$ cat src/rtl/game_state_manager.sv
// Game-level bookkeeping: latches per-pixel collision pulses for one frame and commits them at frame start.
// Owns score, lives, level, alien count and the play/freeze state machine.
module game_state_manager #(
  parameter int LIVES_INIT         = 3,
  parameter int ALIEN_COUNT        = 24,
  parameter int ALIEN_POINTS       = 10,
  parameter int ROCKET_POINTS      = 5,
  parameter int HIT_FREEZE_FRAMES  = 60,
  parameter int LEVEL_PAUSE_FRAMES = 90,
  parameter int SCORE_W            = 16
) (
  input  logic               clk,
  input  logic               reset,
  input  logic               startOfFrame,
  input  logic               startGame,
  input  logic               alienHitPulse,
  input  logic               playerHitByAlienPulse,
  input  logic               playerHitByRocketPulse,
  input  logic               rocketsCollisionPulse,
  input  logic               aliensReachedBorder,
  output logic [2:0]         gameState,
  output logic [SCORE_W-1:0] score,
  output logic [2:0]         lives,
  output logic [3:0]         level,
  output logic [5:0]         aliensRemaining,
  output logic               freezeGame,
  output logic               playerDiedPulse,
  output logic               levelStartPulse
);

  localparam int MAX_FRAMES = (HIT_FREEZE_FRAMES > LEVEL_PAUSE_FRAMES) ?
                              HIT_FREEZE_FRAMES : LEVEL_PAUSE_FRAMES;
  localparam int CNT_W = $clog2(MAX_FRAMES + 1);

  typedef enum logic [2:0] {
    IDLE        = 3'd0,
    PLAYING     = 3'd1,
    PLAYER_HIT  = 3'd2,
    LEVEL_CLEAR = 3'd3,
    GAME_OVER   = 3'd4
  } state_t;

  state_t             state;
  logic               alienL, rocketL, playerL, borderL;
  logic               startGameD;
  logic [CNT_W-1:0]   frameCnt;
  logic [CNT_W-1:0]   frameCntInc;
  logic               playerHit;
  logic               startRise;
  logic [SCORE_W:0]   scoreSum;
  logic [SCORE_W-1:0] scoreSat;
  logic [5:0]         aliensAfter;

  assign gameState   = state;
  assign playerHit   = playerHitByAlienPulse | playerHitByRocketPulse;
  assign startRise   = startGame & ~startGameD;
  assign frameCntInc = frameCnt + 1'b1;

  // One extra sum bit catches overflow so the score pins at all-ones instead of wrapping.
  always_comb begin
    scoreSum = {1'b0, score};
    if (alienL)  scoreSum = scoreSum + (SCORE_W+1)'(ALIEN_POINTS);
    if (rocketL) scoreSum = scoreSum + (SCORE_W+1)'(ROCKET_POINTS);
    scoreSat    = scoreSum[SCORE_W] ? '1 : scoreSum[SCORE_W-1:0];
    aliensAfter = (aliensRemaining == 6'd0) ? 6'd0 : aliensRemaining - 6'd1;
  end

  always_ff @(posedge clk) begin
    if (reset) begin
      state           <= IDLE;
      score           <= '0;
      lives           <= 3'(LIVES_INIT);
      level           <= 4'd1;
      aliensRemaining <= 6'(ALIEN_COUNT);
      freezeGame      <= 1'b1;
      playerDiedPulse <= 1'b0;
      levelStartPulse <= 1'b0;
      alienL          <= 1'b0;
      rocketL         <= 1'b0;
      playerL         <= 1'b0;
      borderL         <= 1'b0;
      frameCnt        <= '0;
      startGameD      <= 1'b0;
    end else begin
      playerDiedPulse <= 1'b0;
      levelStartPulse <= 1'b0;
      startGameD      <= startGame;

      // NOTE: at frame start the old latch value is consumed and replaced by the live input, so a pulse landing on that cycle survives into the next frame.
      if (startOfFrame) begin
        alienL  <= alienHitPulse;
        rocketL <= rocketsCollisionPulse;
        playerL <= playerHit;
        borderL <= aliensReachedBorder;
      end else begin
        alienL  <= alienL  | alienHitPulse;
        rocketL <= rocketL | rocketsCollisionPulse;
        playerL <= playerL | playerHit;
        borderL <= borderL | aliensReachedBorder;
      end

      case (state)
        IDLE, GAME_OVER: begin
          if (startRise) begin
            score           <= '0;
            lives           <= 3'(LIVES_INIT);
            level           <= 4'd1;
            aliensRemaining <= 6'(ALIEN_COUNT);
            levelStartPulse <= 1'b1;
            freezeGame      <= 1'b0;
            state           <= PLAYING;
          end
        end

        PLAYING: begin
          if (startOfFrame) begin
            if (borderL) begin
              state      <= GAME_OVER;
              freezeGame <= 1'b1;
            end else begin
              score <= scoreSat;
              if (alienL) aliensRemaining <= aliensAfter;
              if (playerL) begin
                playerDiedPulse <= 1'b1;
                freezeGame      <= 1'b1;
                if (lives == 3'd1) begin
                  lives <= 3'd0;
                  state <= GAME_OVER;
                end else begin
                  lives    <= lives - 3'd1;
                  frameCnt <= '0;
                  state    <= PLAYER_HIT;
                end
              end else if (alienL && aliensAfter == 6'd0) begin
                frameCnt   <= '0;
                freezeGame <= 1'b1;
                state      <= LEVEL_CLEAR;
              end
            end
          end
        end

        PLAYER_HIT: begin
          if (startOfFrame) begin
            if (frameCntInc == CNT_W'(HIT_FREEZE_FRAMES)) begin
              frameCnt <= '0;
              // The final kill may have landed in the same commit as the death.
              if (aliensRemaining == 6'd0) begin
                state <= LEVEL_CLEAR;
              end else begin
                state      <= PLAYING;
                freezeGame <= 1'b0;
              end
            end else begin
              frameCnt <= frameCntInc;
            end
          end
        end

        LEVEL_CLEAR: begin
          if (startOfFrame) begin
            if (frameCntInc == CNT_W'(LEVEL_PAUSE_FRAMES)) begin
              frameCnt        <= '0;
              level           <= (level == 4'd15) ? 4'd15 : level + 4'd1;
              aliensRemaining <= 6'(ALIEN_COUNT);
              levelStartPulse <= 1'b1;
              freezeGame      <= 1'b0;
              state           <= PLAYING;
            end else begin
              frameCnt <= frameCntInc;
            end
          end
        end

        default: begin
          state      <= IDLE;
          freezeGame <= 1'b1;
        end
      endcase
    end
  end

endmodule

$ cat config.mk
export PLATFORM = sky130hd
export DESIGN_NAME = game_state_manager
export DESIGN_NICKNAME = d
export VERILOG_FILES = /design/src/rtl/game_state_manager.sv
export SDC_FILE = /design/constraint.sdc
export NUM_CORES = 1
export LEC_CHECK = 0
export ABC_AREA = 1
export CAP_MARGIN = 10
export CORE_ASPECT_RATIO = 1.75
export CORE_MARGIN = 5
export CORE_UTILIZATION = 56
export CTS_CLUSTER_SIZE = 28
export DETAILED_ROUTE_END_ITERATION = 16
export PLACE_DENSITY_LB_ADDON = 0.05
export SKIP_LAST_GASP = 1
export SLEW_MARGIN = 20
export SYNTH_ARGS = -nofsm -noshare
export SYNTH_HDL_FRONTEND = slang
export SYNTH_SLANG_ARGS = --single-unit
$ cat constraint.sdc
create_clock -name clk -period 2.52 [get_ports clk]
set_clock_uncertainty 0.15 [all_clocks]
set_input_delay 0.378 -clock clk [delete_from_list [all_inputs] [get_ports clk]]
set_output_delay 0.378 -clock clk [all_outputs]
set_load 0.01 [all_outputs]
Word-level counts from Yosys, hierarchy flattened
Index checks and enable logic that the tools add are counted.
Widths: inputs -> output; s select.
- input port bits: 9
- register bits after elaboration: 47
- output and inout bits: 35
- logic and storage cells: 135
- bitwise logic cells: 9
- reductions and logical operators: 17
- add/subtract/negate cells: 6
- multiplexer cells: 68
- equality and inequality tests: 21
- operators with widths (operator ; count):
    $mux 16 ; 4
    $mux 7 ; 9
    $mux 3 ; 15
    $mux 6 ; 7
    $mux 17 ; 2
    $pmux 16 s2 ; 1
    $pmux 7 s3 ; 1
    $reduce_and 7->1 ; 3
    $ne 2x2->1 const B ; 10
    $mux 1 ; 18
    $pmux 6 s3 ; 1
    $add 16x4->17 const B ; 1
    $add 17x3->17 const B ; 1
    $mux 4 ; 4
    $logic_not 6->1 ; 2
    $pmux 3 s4 ; 1
    $pmux 4 s2 ; 1
    $reduce_and 4->1 ; 2
    $reduce_and 8->1 ; 1
    $add 7x1->7 const B ; 1
    $eq 7x6->1 const B ; 1
    $eq 7x7->1 const B ; 1
    $eq 3x1->1 const B ; 2
    $eq 3x2->1 const B ; 2
    21 further kinds ; 30

Logic depth before layout (Yosys ltp)
Gate-level depths: netlist of the first run.
- depth after elaboration: 9
- gate-level depth with buffers: 15
- depth with buffers taken out: 15

Least setup slack after synthesis of the first run
No wires, ideal clock.
- path type: register to register
- start point: register score[1]
- end point: register score[13]
- cell stages (with the launch flop): 15
- data arrival time: 1.764 ns
- clock period less this slack: 2.044 ns
- library setup time: 0.131 ns
- slack: 0.476 ns
- path buffers: 0
- cells stage by stage: dfxtp_1 -> ha_1 -> nor2_2 -> nor2_8 -> nand2_1 -> nand2_1 -> nand2_2 -> nand3_2 -> nor2_4 -> nand3_1 -> nor2_2 -> nor2_2 -> nand2_1 -> nand2_1 -> a21oi_2
- longest elaborated chain between the ends: 8
- ends and longest elaborated chain (element ; line ; source):
    start: declaration ; 22 ; output logic [SCORE_W-1:0] score,
    start signal: assignment ; 121 ; score <= scoreSat;
    $add 16x4->17 ; 62 ; if (alienL) scoreSum = scoreSum + (SCORE_W+1)'(ALIEN_POINTS);
    $mux 17 * ; 62 ;
    $add 17x3->17 ; 63 ; if (rocketL) scoreSum = scoreSum + (SCORE_W+1)'(ROCKET_POINTS);
    $mux 17 * ; 63 ;
    $mux 16 * ; 64 ; scoreSat = scoreSum[SCORE_W] ? '1 : scoreSum[SCORE_W-1:0];
    $mux 16 * ; 117 ; if (borderL) begin
    $mux 16 * ; 116 ; if (startOfFrame) begin
    $pmux 16 s2 * ; 102 ; case (state)
Every way passes the cells marked *; elsewhere a longest branch is shown, timed or not. The select of a mux whose other input is x is not followed.
A chain may end at the register's enable or synchronous reset.

Worst setup path after layout of the first run
- start point: register aliensRemaining[0]
- end point: register state[2] (netlist: gameState[2])
- longest elaborated chain between the ends: 6
- elaborated cells on any way between the ends: 7
- those cells by class: add/sub: 1; eq/ne: 1; mux: 1; reduce/logical: 4
- ends and longest elaborated chain (element ; line ; source):
    start: declaration ; 25 ; output logic [5:0] aliensRemaining,
    start signal: assignment ; 74 ; aliensRemaining <= 6'(ALIEN_COUNT);
    start signal: assignment ; 108 ; aliensRemaining <= 6'(ALIEN_COUNT);
    start signal: assignment ; 122 ; if (alienL) aliensRemaining <= aliensAfter;
    $sub 6x1->6 / $logic_not 6->1 (equally long branches) ; 65 ; aliensAfter = (aliensRemaining == 6'd0) ? 6'd0 : aliensRemaining - 6'd1;
    $mux 6 * ; 65 ;
    $logic_not 6->1 * ; 134 ; end else if (alienL && aliensAfter == 6'd0) begin
    $logic_and 1x1->1 * ; 134 ;
    $ne 4x4->1 (no source line) * ; n/a ;
    $reduce_and 7->1 (no source line) * ; n/a ;
    end signal: assignment ; 132 ; state <= PLAYER_HIT;
    end signal: assignment ; 137 ; state <= LEVEL_CLEAR;
    end signal: assignment ; 149 ; state <= LEVEL_CLEAR;
    end: declaration ; 43 ; state_t state;
Every way passes the cells marked *; elsewhere a longest branch is shown, timed or not.

==> metrics.cfg, run 1 <==
[pwr]
power_density_nw_per_um2 = 655.6
swShare_pct = 40.33
p_leak_nw = 1.769
p_comb_share_pct = 42.4
p_clk_share_pct = 22.3
p_sw_mw = 1.093
seqPwrFrac_pct = 35.3
peakVddDrop_v = 0.0005929
finalPower_mw = 2.711
intPower_mw = 1.618

[outcome]
status = completed

[sta]
maxSlewHeadroom_pct = 58.53
finalSetupTns_ns = 0
rsz0062_at_grt = no
tightest_slew_ns = 0.6214
finalHoldViolations = 0
clock.fmax_ghz = 0.4324
setup_viol = 0
fin_crit_ns = 2.313
slew_violations = 0
fin_crit_sh_pct = 91.77

[final_layout]
antenna_cells = 0
utilization_pct = 69.78
final_common_cell = nand2_1
drive_above_1_share_pct = 13.28
fill_cells = 592
syn_to_final_growth_pct = 20.80
final_cell_mix = nand2_1 (165), nor2_1 (60), inv_1 (53), a21oi_1 (45), dfxtp_1 (45)
final_area_um2 = 4135
nets = 626

[min_path]
hold_class = flop to flop

[worst_setup_path]
crit_required_ns = 2.59
worst_ep_arrival_time_ns = 2.38
reg2reg_slack_ns = 0.21
startpoint_type = flop
cp-endpoint = gameState[2]
worstSetupEndpointType = flop
r2r_cells = 13
cp_max_fo = 6
crit_start = aliensRemaining[0]
reg2reg_from = aliensRemaining[0]
timing.rr.end = gameState[2]
criticalPathCategory = flop to flop

[grt]
grt_max_degree = 29
grt-ovfl-total = 0
antenna_found_initial = 0
grt_pass1_wl_um = 16310
first_global_vias = 3744
grt_use_total_pct = 25.17

[synth]
synth_cells = 555
synth_xor_area_share_pct = 3.034
ys.warnings.count = 0
synth_fa_ha_area_share_pct = 2.924
synth_edf_count = 0
ys_ff_latch = 47
synthesis.area_um2 = 3423
synthMuxAreaShare_pct = 0
synth_compound_area_share_pct = 14.33
synth_top_family_by_area = simple AND/OR/NAND/NOR gates
async_flop_share_pct = 0
synthDistinctLibCells = 41
synth.yosys.seq_area_share_pct = 27.49
avgSynthCellArea_um2 = 6.168
syn_nets = 572
yosys.area_share.simple_pct = 43.31
synth_top_flop_cell = dfxtp_1

[clocking]
clkLatencyLatePin_ns = 0.31
cts_buffer_depth = 2
cts-hold-fix-buffers = 0
cts_tree = yes
postCtsResizedCells = 0
cts_sinks = 47
h-tree-depth = 2
cts_setup_buffers = 0
cts_made_buffers = 5
path_clk_slew_ns = 0.10
cts_root_buf = clkbuf_8

[placement]
gp_congestion = 1.029
io_buffers = 43
dpl.hpwl_um = 7505
postPlaceCellArea_um2 = 4006

[drt]
wire_per_inst_um = 14.14
via_count = 3767
vias_per_cell = 5.475
drc = 0
ant_nets = 0
firstDrtPassIters = 4
drtIter0Drc = 235
routed_wl_um = 9726

[floorplan]
die-area_um2 = 7838
dieWidth_um = 69.10
core.rowCount = 37
start_util_pct = 57.77
die_y_um = 113.4
ios = 44
core_area_um2 = 5926

[job]
max_cap_violations = 0

==> worst min-delay path by stage <==
stage                        endpoint  cells after the start   startpoint
after floorplan           frameCnt[4]                      2  frameCnt[4]
after detailed placement   freezeGame                      2   freezeGame
after global placement     freezeGame                      2   freezeGame
final                      freezeGame                      2   freezeGame
after global routing       freezeGame                      2   freezeGame
after CTS                  freezeGame                      2   freezeGame
==> logic make-up (layout without fill, tap and decap cells) <==
family          after synthesis  after routing
compound gates               89             89
xor+xnor                     11             11
fa+ha+maj                     8              8
buf+inv                      79            134
flops                        47             47
simple gates                321            321
==> synth_stat cells, drive strengths merged, types with 2 or more instances <==
master | number | share of area [%]
nand2 | 176 | 20
nor2 | 77 | 11
inv | 69 | 7.6
dfxtp | 47 | 27
a21oi | 46 | 6.8
nand3 | 39 | 6.3
o21ai | 30 | 4.5
nand4 | 14 | 2.6
nor3 | 10 | 1.9
ha | 8 | 2.9
xor2 | 7 | 2.0
clkbuf | 6 | 0.66
a211oi | 4 | 1.0
xnor2 | 4 | 1.0
buf | 3 | 0.58
nand3b | 3 | 1.0
a31oi | 2 | 0.37
o211ai | 2 | 0.44
o21bai | 2 | 0.44
==> per-layer routing <==
metal	GRT usage (%)	vias up	part of all wire, %
met2	48.85	109	54
met3	3.704	48	3.3
met1	24.06	1704	37
li1	-	1906	-
met4	16.17	0	6.0
met5	0	-	0
==> area by class of cell <==
| cell class | instances | area, um2 | share of cell area [%] |
|---|---|---|---|
| Tap cell | 78 | 97.59 | 2.360 |
| Timing Repair Buffer | 56 | 528.0 | 12.77 |
| Clock inverter | 2 | 35.03 | 0.8472 |
| Clock buffer | 6 | 82.58 | 1.997 |
| Multi-Input combinational cell | 429 | 2186 | 52.86 |
| Sequential cell | 47 | 943.4 | 22.81 |
| Inverter | 70 | 262.8 | 6.354 |
==> state kept, by name, summed over array words and instances (netlist names) <==
register / count
aliensRemaining: 6
startGameD: 1
levelStartPulse: 1
alienL: 1
level: 4
playerL: 1
lives: 3
playerDiedPulse: 1
score: 16
freezeGame: 1
gameState: 3
frameCnt: 7
borderL: 1
rocketL: 1
==> worst max-delay path: stages, from the launching register on <==
cell and delay (ns):
dfxtp_1 0.35, inv_1 0.15, ha_1 0.20, nand2_1 0.06, nor2_1 0.15, nand2_1 0.16
a21oi_1 0.17, nand4_1 0.17, nand2_1 0.15, nand3b_1 0.14, nor2_4 0.17, nand2_1 0.08
nand2_1 0.06, nor2_1 0.05
==> power groups by stage <==
stage	logic (mW)	registers, mW	clock network (mW)
5_1_grt	1.29	0.970	0.643
6_report	1.15	0.956	0.606
3_5_place_dp	1.13	0.969	0
2_1_floorplan	0.732	0.984	0
3_3_place_gp	1.12	0.968	0
4_1_cts	1.14	0.953	0.608
==> stage by stage <==
stage	setup WS [ns]	hold WS [ns]	cells
2_1_floorplan	0.4757	0.3223	555
4_1_cts	0.1464	0.3479	688
6_report	0.2073	0.3511	688
5_1_grt	0.001727	0.3819	688
3_3_place_gp	0.1451	0.3157	680
3_5_place_dp	0.06774	0.3218	680
No activity file was read; power rests on OpenSTA's default activity.
==> inputs of run 2 (changes only) <==
CAP_MARGIN = 20   (was 10)
CORE_ASPECT_RATIO = unset   (was 1.75)
PLACE_DENSITY_LB_ADDON = 0.3   (was 0.05)
==> run 2 against run 1 <==
Sequential cell count unchanged. Clock-buffer cell count down 1. Global-route usage shrank 1.3 points. Worst hold slack lost 0.023 ns. Design area shrank 0.82%. Sequential power about the same. Critical path depth is 4 lower. Combinational power about the same. Routed wire length fell by 7.8%. Worst setup slack got worse by 0.049 ns. Critical endpoint is now aliensRemaining[2]. Largest cell class unchanged. Largest power group unchanged. Highest routed layer unchanged.
==> metrics.cfg, run 2 (same netlist as run 1, synthesis figures left out) <==
[grt]
first_global_vias = 3410  ; -8.9%
grt-ovfl-total = 0  ; unchanged
grt_use_total_pct = 23.90  ; -1.3 points
antenna_found_initial = 0  ; unchanged
grt_pass1_wl_um = 15110  ; -7.4%
grt_max_degree = 29  ; unchanged

[final_layout]
instances_no_fill = 684  ; -0.58%
drive_above_1_share_pct = 12.97  ; -0.31 points
antenna_cells = 0  ; unchanged
syn_to_final_growth_pct = 19.81
final_common_cell = nand2_1
fill_cells = 514  ; -13%
top_register = score
final_cell_mix = nand2_1 (165), nor2_1 (59), inv_1 (52), dfxtp_1 (47), a21oi_1 (45)
top_regs = score (16), frameCnt (7), aliensRemaining (6)
nets = 625  ; -0.16%
largest_reg_flops = 16  ; unchanged

[sta]
slew_violations = 0  ; unchanged
tightest_slew_ns = 0.5591  ; -0.06227 ns
finalSetupTns_ns = 0  ; unchanged
fin_crit_sh_pct = 93.72  ; +2.0 points
maxSlewHeadroom_pct = 62.69  ; +4.2 points
clock.fmax_ghz = 0.4234  ; -2.1%
layout_setup_ws_ns = 0.1582  ; -0.04914 ns
finalHoldViolations = 0  ; unchanged
setup_viol = 0  ; unchanged
fin_crit_ns = 2.362  ; +0.04914 ns
rsz0062_at_grt = yes

[pwr]
peakVddDrop_v = 0.0005273  ; -11%
intPower_mw = 1.499  ; -7.4%
p_clk_share_pct = 18.5  ; -3.8 points
power_density_nw_per_um2 = 630.3  ; -3.9%
p_comb_share_pct = 44.7  ; +2.3 points
p_leak_nw = 1.752  ; -1.0%
seqPwrFrac_pct = 36.9  ; +1.6 points
swShare_pct = 42.03  ; +1.7 points
p_sw_mw = 1.087  ; -0.63%

[placement]
pre_cts_ws_ns = 0.1773  ; +0.1095 ns
dpl.hpwl_um = 7006  ; -6.7%
io_buffers = 43  ; unchanged
dp.cells = 676  ; -0.59%
gp_congestion = 0.9977  ; -3.0%

[worst_setup_path]
crit_required_ns = 2.56  ; -0.03 ns
worst_ep_arrival_time_ns = 2.40  ; +0.02 ns
cp_max_fo = 11  ; +5
reg2reg_from = frameCnt[0]
timing.rr.end = aliensRemaining[2]
reg2reg_slack_ns = 0.16  ; -0.05 ns
startpoint_type = flop
worstSetupEndpointType = flop
criticalPathCategory = flop to flop
r2r_cells = 9  ; -4

[clocking]
cts_setup_buffers = 0  ; unchanged
h-tree-depth = 2  ; unchanged
cts_root_buf = clkbuf_8
cts_made_buffers = 5  ; unchanged
cts_sinks = 47  ; unchanged
cts-hold-fix-buffers = 0  ; unchanged
clkLatencyLatePin_ns = 0.30  ; about the same
path_clk_slew_ns = 0.09  ; about the same
cts_tree = yes
cts_buffer_depth = 2  ; unchanged

[floorplan]
die-area_um2 = 7777  ; -0.78%
dieWidth_um = 88.19  ; +28%
die_y_um = 88.19  ; -22%
core_area_um2 = 5921  ; about the same
start_util_pct = 57.82  ; about the same
core.rowCount = 28  ; -24%
ios = 44  ; unchanged

[drt]
wire_per_inst_um = 13.11  ; -7.3%
routed_wl_um = 8964  ; -7.8%
ant_nets = 0  ; unchanged
via_count = 3724  ; -1.1%
drtIter0Drc = 328  ; +40%
drc = 0  ; unchanged
firstDrtPassIters = 5  ; +1
vias_per_cell = 5.444  ; -0.56%

[job]
max_cap_violations = 0  ; unchanged

[min_path]
hold_class = flop to flop
min_from = freezeGame
hold_path_end = freezeGame
whs_path_depth = 2  ; unchanged

[outcome]
status = completed

-- run 2: changes by cell type in the layout (fill, tap and decap cells not counted), sizes merged --
cell,previous run,this run
clkinv,2,1
inv,69,70
buf,13,12
clkinvlp,0,2
bufinv,1,0
clkbuf,6,5
-- run 2: through the flow --
| step | hold slack, ns | util (%) | power (mW) | cell area (um2) |
|---|---|---|---|---|
| global route | 0.3807 | 69.27 | 2.775 | 4101 |
| detailed placement | 0.3134 | 67.48 | 2.103 | 3995 |
| CTS | 0.3364 | 69.04 | 2.585 | 4088 |
| global placement | 0.2919 | 67.48 | 2.075 | 3995 |
| floorplan | 0.3223 | - | 1.715 | 3423 |
| finish | 0.3286 | 69.27 | 2.585 | 4101 |
-- run 2: worst max-delay path, stage by stage (launching register included) --
cell and delay [ns]:
dfxtp_1 0.42, ha_1 0.27, xnor2_1 0.18, nand2_1 0.10, nor3_2 0.28, nand3b_4 0.11
o21ai_2 0.18, nand2_1 0.26, o21ai_0 0.24, a21oi_1 0.06
-- run 2: power groups by stage --
stage	Clock (mW)	Combinational, mW	Sequential, mW
after global routing	0.519	1.29	0.969
final	0.477	1.15	0.953
after floorplan	0	0.732	0.984
after global placement	0	1.11	0.963
after CTS	0.492	1.14	0.951
after detailed placement	0	1.14	0.967
-- run 2: metal layers --
layer | track usage [%] | vias to the layer above | routed length [um]
li1 | - | 1903 | -
met1 | 31.58 | 1661 | 3965
met4 | 6.593 | 0 | 92
met2 | 40.38 | 149 | 4208
met3 | 3.763 | 11 | 698
met5 | 0 | - | 0
-- run 2: layout make-up --
cell class	count	area [um2]	area share [%]
Clock buffer	5	68.82	1.678
Clock inverter	3	23.77	0.5796
Inverter	70	262.8	6.406
Multi-Input combinational cell	429	2191	53.42
Sequential cell	47	940.9	22.94
Tap cell	75	93.84	2.288
Timing Repair Buffer	55	520.5	12.69
-- run 2: timing repair --
| action | in CTS | in global routing |
|---|---|---|
| endpoints found under the setup margin | 0 | 18 |
| hold endpoints to repair | 0 | 0 |
| gates resized for setup | 0 | 5 |
-- run 2: how the worst max path moves through the flow --
| stage | end | slack [ns] | start |
|---|---|---|---|
| 2_1_floorplan | score[13] | 0.48 | score[1] |
| 3_3_place_gp | aliensRemaining[2] | 0.24 | startOfFrame |
| 3_5_place_dp | aliensRemaining[2] | 0.18 | frameCnt[0] |
| 4_1_cts | aliensRemaining[2] | 0.17 | frameCnt[0] |
| 5_1_grt | score[12] | -0.006 | alienL |
| 6_report | aliensRemaining[2] | 0.16 | frameCnt[0] |
==> inputs of run 3 (changes only) <==
CAP_MARGIN = unset   (was 20)
==> results of run 3 <==
No change in the layout: final DEF, timing and power equal those of run 2.
